**config.mk**
```make
export PLATFORM = sky130hd
export DESIGN_NAME = decimal_to_bin_flat
export DESIGN_NICKNAME = d
export VERILOG_FILES = /design/src/rtl/decimal_to_bin_pkg.sv /design/src/rtl/decimal_to_bin_if.sv /design/src/rtl/decimal_to_bin_digit_adjust.sv /design/src/rtl/decimal_to_bin.sv /design/src/flat_wrapper.sv
export SDC_FILE = /design/constraint.sdc
export NUM_CORES = 1
export LEC_CHECK = 0
export ABC_AREA = 0
export BUFFER_PORTS_ARGS = -buffer_cell sky130_fd_sc_hd__clkbuf_2
export CORE_UTILIZATION = 40
export DETAILED_ROUTE_END_ITERATION = 16
export MAX_ROUTING_LAYER = met4
export PLACE_DENSITY_LB_ADDON = 0.25
export SETUP_SLACK_MARGIN = 0.5
export SKIP_LAST_GASP = 1
export SYNTH_ARGS = -nofsm -noshare
export SYNTH_HDL_FRONTEND = slang
export SYNTH_SLANG_ARGS = --single-unit
```
**constraint.sdc**
```tcl
create_clock -name clk_i -period 4.9 [get_ports clk_i]
set_input_delay 0.98 -clock clk_i [delete_from_list [all_inputs] [get_ports clk_i]]
set_output_delay 0.98 -clock clk_i [all_outputs]
set_load 0.02 [all_outputs]
```
**src/rtl/decimal_to_bin_pkg.sv**
```systemverilog
// Shared widths and FSM encodings for the two-digit BCD to binary converter.
package decimal_to_bin_pkg;

  localparam int BCD_DIGIT_W = 4;
  localparam int BCD_W       = 2 * BCD_DIGIT_W;
  localparam int BIN_W       = 7;
  localparam int N_SHIFTS    = 7;
  localparam int ITER_W      = 3;

  localparam logic [BCD_DIGIT_W-1:0] BCD_MAX = 4'd9;

  localparam logic [1:0] ST_IDLE   = 2'd0;
  localparam logic [1:0] ST_SHIFT  = 2'd1;
  localparam logic [1:0] ST_ADJUST = 2'd2;
  localparam logic [1:0] ST_DONE   = 2'd3;

  typedef enum logic [1:0] {
    IDLE   = ST_IDLE,
    SHIFT  = ST_SHIFT,
    ADJUST = ST_ADJUST,
    DONE   = ST_DONE
  } state_e;

endpackage

```
**src/rtl/decimal_to_bin_if.sv**
```systemverilog
// Request/result bundle between the digit-entry logic and the converter.
interface decimal_to_bin_if;
  import decimal_to_bin_pkg::*;

  logic                   start_i;
  logic [BCD_DIGIT_W-1:0] tens_i;
  logic [BCD_DIGIT_W-1:0] ones_i;
  logic                   busy_o;
  logic                   done_o;
  logic [BIN_W-1:0]       bin_o;
  logic                   err_o;

  modport master (
    output start_i, tens_i, ones_i,
    input  busy_o, done_o, bin_o, err_o
  );

  modport slave (
    input  start_i, tens_i, ones_i,
    output busy_o, done_o, bin_o, err_o
  );

endinterface

```
**src/rtl/decimal_to_bin_digit_adjust.sv**
```systemverilog
// One reverse double-dabble correction step for a single BCD nibble.
module bcd_digit_adjust
  import decimal_to_bin_pkg::*;
(
  input  logic [BCD_DIGIT_W-1:0] nibble_i,
  output logic [BCD_DIGIT_W-1:0] nibble_o
);

  assign nibble_o = (nibble_i >= BCD_DIGIT_W'(8)) ? nibble_i - BCD_DIGIT_W'(3) : nibble_i;

endmodule

```
**src/rtl/decimal_to_bin.sv**
```systemverilog
// Sequential two-digit BCD to 7-bit binary converter (shift-right / subtract-3),
// fixed 14-cycle latency from an accepted start to the done pulse.
module decimal_to_bin
  import decimal_to_bin_pkg::*;
(
  input  logic           clk_i,
  input  logic           rst_i,
  decimal_to_bin_if.slave bus
);

  state_e              state_q, state_d;
  logic [BCD_W-1:0]    bcd_q, bcd_d;
  logic [BIN_W-1:0]    bin_q, bin_d;
  logic [ITER_W-1:0]   iter_q, iter_d;
  logic                err_q, err_d;
  logic [BIN_W-1:0]    bin_out_q, bin_out_d;
  logic                err_out_q, err_out_d;
  logic                done_q, done_d;
  logic [BCD_DIGIT_W-1:0] adj_hi, adj_lo;

  bcd_digit_adjust u_adj_tens (
    .nibble_i (bcd_q[BCD_W-1:BCD_DIGIT_W]),
    .nibble_o (adj_hi)
  );

  bcd_digit_adjust u_adj_ones (
    .nibble_i (bcd_q[BCD_DIGIT_W-1:0]),
    .nibble_o (adj_lo)
  );

  always_comb begin
    state_d   = state_q;
    bcd_d     = bcd_q;
    bin_d     = bin_q;
    iter_d    = iter_q;
    err_d     = err_q;
    bin_out_d = bin_out_q;
    err_out_d = err_out_q;
    done_d    = 1'b0;
    case (state_q)
      IDLE: begin
        if (bus.start_i) begin
          bcd_d   = {bus.tens_i, bus.ones_i};
          bin_d   = '0;
          iter_d  = '0;
          err_d   = (bus.tens_i > BCD_MAX) | (bus.ones_i > BCD_MAX);
          state_d = SHIFT;
        end
      end
      SHIFT: begin
        // bcd_q[0] migrates into the top of the binary accumulator.
        bcd_d   = {1'b0, bcd_q[BCD_W-1:1]};
        bin_d   = {bcd_q[0], bin_q[BIN_W-1:1]};
        iter_d  = iter_q + ITER_W'(1);
        state_d = (iter_d == ITER_W'(N_SHIFTS)) ? DONE : ADJUST;
      end
      ADJUST: begin
        bcd_d   = {adj_hi, adj_lo};
        state_d = SHIFT;
      end
      DONE: begin
        bin_out_d = err_q ? '0 : bin_q;
        err_out_d = err_q;
        done_d    = 1'b1;
        state_d   = IDLE;
      end
      default: state_d = IDLE;
    endcase
  end

  always_ff @(posedge clk_i) begin
    if (rst_i) begin
      state_q   <= IDLE;
      bcd_q     <= '0;
      bin_q     <= '0;
      iter_q    <= '0;
      err_q     <= 1'b0;
      bin_out_q <= '0;
      err_out_q <= 1'b0;
      done_q    <= 1'b0;
    end else begin
      state_q   <= state_d;
      bcd_q     <= bcd_d;
      bin_q     <= bin_d;
      iter_q    <= iter_d;
      err_q     <= err_d;
      bin_out_q <= bin_out_d;
      err_out_q <= err_out_d;
      done_q    <= done_d;
    end
  end

  assign bus.busy_o = (state_q != IDLE);
  assign bus.done_o = done_q;
  assign bus.bin_o  = bin_out_q;
  assign bus.err_o  = err_out_q;

endmodule

```
**src/flat_wrapper.sv**
```systemverilog
// flat-port wrapper written by rule: the top's interface ports become plain ports
module decimal_to_bin_flat import decimal_to_bin_pkg::*;
  (clk_i, rst_i, bus_start_i, bus_tens_i, bus_ones_i, bus_busy_o, bus_done_o, bus_bin_o, bus_err_o);
  decimal_to_bin_if bus_i ();
  input  logic clk_i;
  input  logic rst_i;
  input wire logic [$bits(bus_i.start_i)-1:0] bus_start_i;
  input wire logic [$bits(bus_i.tens_i)-1:0] bus_tens_i;
  input wire logic [$bits(bus_i.ones_i)-1:0] bus_ones_i;
  output wire logic [$bits(bus_i.busy_o)-1:0] bus_busy_o;
  output wire logic [$bits(bus_i.done_o)-1:0] bus_done_o;
  output wire logic [$bits(bus_i.bin_o)-1:0] bus_bin_o;
  output wire logic [$bits(bus_i.err_o)-1:0] bus_err_o;
  assign bus_i.start_i = bus_start_i;
  assign bus_i.tens_i = bus_tens_i;
  assign bus_i.ones_i = bus_ones_i;
  assign bus_busy_o = bus_i.busy_o;
  assign bus_done_o = bus_i.done_o;
  assign bus_bin_o = bus_i.bin_o;
  assign bus_err_o = bus_i.err_o;
  decimal_to_bin u_core (.clk_i(clk_i), .rst_i(rst_i), .bus(bus_i));
endmodule
```
==> metrics.txt <==
run status complete, no violations; post-synth net total 206; Buf/Inv on CP 3; Worst R2R Setup Slack 2.90 ns; number of synthesized flops with an enable pin 0; P_leak 0.739 nW; post-DP HPWL between 2 and 2.5 mm; setup slack after layout 2.63 ns; crit-path max cell delay 0.38 ns; CTS clk-pin slew, worst paths 0.07 ns; data required time at the worst endpoint 3.92 ns; Setup TNS 0 ns; Worst R2R End u_core.bcd_q[7]$_SDFFE_PP0P_; gr busiest metal met2; Top delay family on crit path flip-flops; Final Slew Violations 0; Crit. End Element output pin; share of layout cells above drive strength 1 0.163; Pwr Total about 0.64 mW; Die X 63.7 um; worst hold path class flip-flop to flip-flop; Comb pwr share 0.232; # IOs 21; Synth Flop Type dfxtp_1; Max Cap Viol 0; top-count cell post-synth dfxtp_1; cell count after synthesis 184; Die H 63.7 um; Final Cycle Share 0.464; vias in the first global route 1149; Reg power frac 0.444; Final ANT Viol Nets 0; Site Rows 22; # diodes 0; routing usage on met2 0.251; Post-CTS Setup Bufs 0; Nets 223; post-synthesis sequential area ratio 0.394; clk_lat worst skew about 0.28 ns; largest cells by area after synthesis dfxtp_1, ha_1, nor2_1; Synth Cell Area approximately 1500 um^2; Power Density 370 nW/um^2; total track usage 0.170; Worst R2R Path Depth 6; Resize count post-CTS 0; initial antenna violation count 0; Root Buffer clkbuf_8; internal power 0.434 mW; critical path's most frequent cell inv_1; Sw Ratio 0.322; crit-path cells inv_1 > ha_1 > inv_1 > clkbuf_2; initial core utilization 0.416; post-cts hold buffer count 0; Final Core Density 0.473; clock share of power 0.324; Synth area leader dfxtp_1; CP Class flip-flop to output pin; drt wl/cell around 12 um; core footprint 3660 um^2; Setup Skew 0.00492 ns; routed vias/inst 5.02; detailed-router iteration count before antenna repair 4; worst flop-to-flop path startpoint u_core.state_q[1]$_SDFFE_PP0P_; Peak Freq 440 MHz; Final Wtd Congestion approximately 0.8; Crit-path slowest cell dfxtp_1; met3 usage 0.0652; die area 4060 um^2; hold path start u_core.bus.bin_o[6]$_SDFFE_PP0P_; count of cell types in the netlist 30; met1 GRT Util 0.202; DR DRC count 0; Synth Area per Inst 8.28 um^2; Fin. Hold Viols 0; area fraction of the dominant cell type after synthesis 0.394; clock sinks 30; Max FO, Critical Path 6; setup violators final 0; via count 1255; Worst EP arrival ~1.3 ns; cts bufs inserted 5; Worst setup SP type flip-flop; Post-synth ARST share 0; Hold Path Cell Cnt 2; PortBufs 20; CTS max path bufs 2; Syn. warnings 0; RSZ-0062 raised after global routing false; Place WS about 2.7 ns; first-pass GRT wire length 5.13 mm; synth cell count leaders dfxtp_1, nor2_1, a21oi_1; Worst-Margin Slew 0.849 ns; largest net degree at the start of global routing 31; area grow syn2layout 13.8%; routed wire length 3.01 mm; worst vdd ir 196 uV; max_slew headroom 0.418; register bit total from synthesis 30; DRT iter0 DRCs slightly below 60; Hold EP u_core.bus.bin_o[6]$_SDFFE_PP0P_; post-route minimum period 2.27 ns; NetSw 0.207 mW; GRT overflow 0; CTS tree built; H-tree depth 2
how the worst max path moves through the flow:
stage	cells after the start	startpoint	end	slack [ns]
6_report	4	u_core.state_q[0]$_SDFFE_PP0P_	bus_busy_o	2.63
5_1_grt	4	u_core.state_q[0]$_SDFFE_PP0P_	bus_busy_o	2.55
4_1_cts	4	u_core.state_q[0]$_SDFFE_PP0P_	bus_busy_o	2.61
3_5_place_dp	5	bus_start_i	u_core.bcd_q[7]$_SDFFE_PP0P_	2.66
3_3_place_gp	5	bus_start_i	u_core.bcd_q[3]$_SDFFE_PP0P_	2.68
2_1_floorplan	4	bus_start_i	u_core.bcd_q[0]$_SDFFE_PP0P_	3.04
power groups by stage:
| stage | Sequential [mW] | Clock, mW | Combinational [mW] |
|---|---|---|---|
| 3_3_place_gp | 0.291 | 0 | 0.149 |
| 2_1_floorplan | 0.285 | 0 | 0.122 |
| 5_1_grt | 0.289 | 0.229 | 0.168 |
| 3_5_place_dp | 0.290 | 0 | 0.149 |
| 6_report | 0.284 | 0.207 | 0.149 |
| 4_1_cts | 0.285 | 0.216 | 0.150 |
per-layer routing:
metal  part of all wire  wire (um)
met5                  0          0
met4             0.0077         23
met3              0.037        112
met2               0.43       1300
met1               0.52       1560
layout by cell type, fill, tap and decap left out:
master	count
a211oi_1	1
a21bo_1	1
a21bo_2	1
a21oi_1	18
a22oi_1	10
a311oi_1	2
a31oi_1	3
and2_1	1
and2b_1	1
clkbuf_2	20
clkbuf_8	6
clkinv_2	1
clkinvlp_4	1
dfxtp_1	30
ha_1	11
inv_1	11
mux2i_1	6
nand2_1	10
nand2_2	1
nand2b_1	5
nand3_1	4
nand3b_1	1
nor2_1	28
nor2b_1	11
nor3_1	2
nor3_2	3
nor3b_1	1
o21ai_0	9
or3b_1	2
xor2_1	1
final cells by class:
class	instances	area, um^2
Timing Repair Buffer	20	100
Multi-Input combinational cell	133	836
Fill cell	383	1930
Clock buffer	6	82.6
Sequential cell	30	601
Clock inverter	2	12.5
Tap cell	48	60.1
Inverter	11	41.3
per-stage QoR:
stage	cells	hold WS (ns)	cell area (um^2)
6_report	250	0.472	1730
5_1_grt	250	0.511	1730
4_1_cts	250	0.481	1730
3_5_place_dp	242	0.471	1640
3_3_place_gp	242	0.460	1640
2_1_floorplan	184	0.449	1520
flip-flops by register name, summed over array words and instances (netlist names):
name and count:
u_core.bus.done_o 1, u_core.bin_q 7, u_core.state_q 2, u_core.bus.bin_o 7, u_core.bus.err_o 1, u_core.bcd_q 8, u_core.err_q 1, u_core.iter_q 3
tightest hold or removal path, stage by stage, from the launching register on:
cell and delay, ns:
dfxtp_1 0.31, nand2b_1 0.06, a21oi_1 0.05
cell families (layout without fill, tap and decap cells):
logic type,after synthesis,count (layout),synth area share
simple gates,70,70,0.233
compound gates,45,45,0.180
flops,30,30,0.394
buf+inv,21,39,0.0567
fa+ha+maj,11,11,0.0904
mux,6,6,0.0394
xor+xnor,1,1,0.00575
No activity file was read; power rests on OpenSTA's default activity.
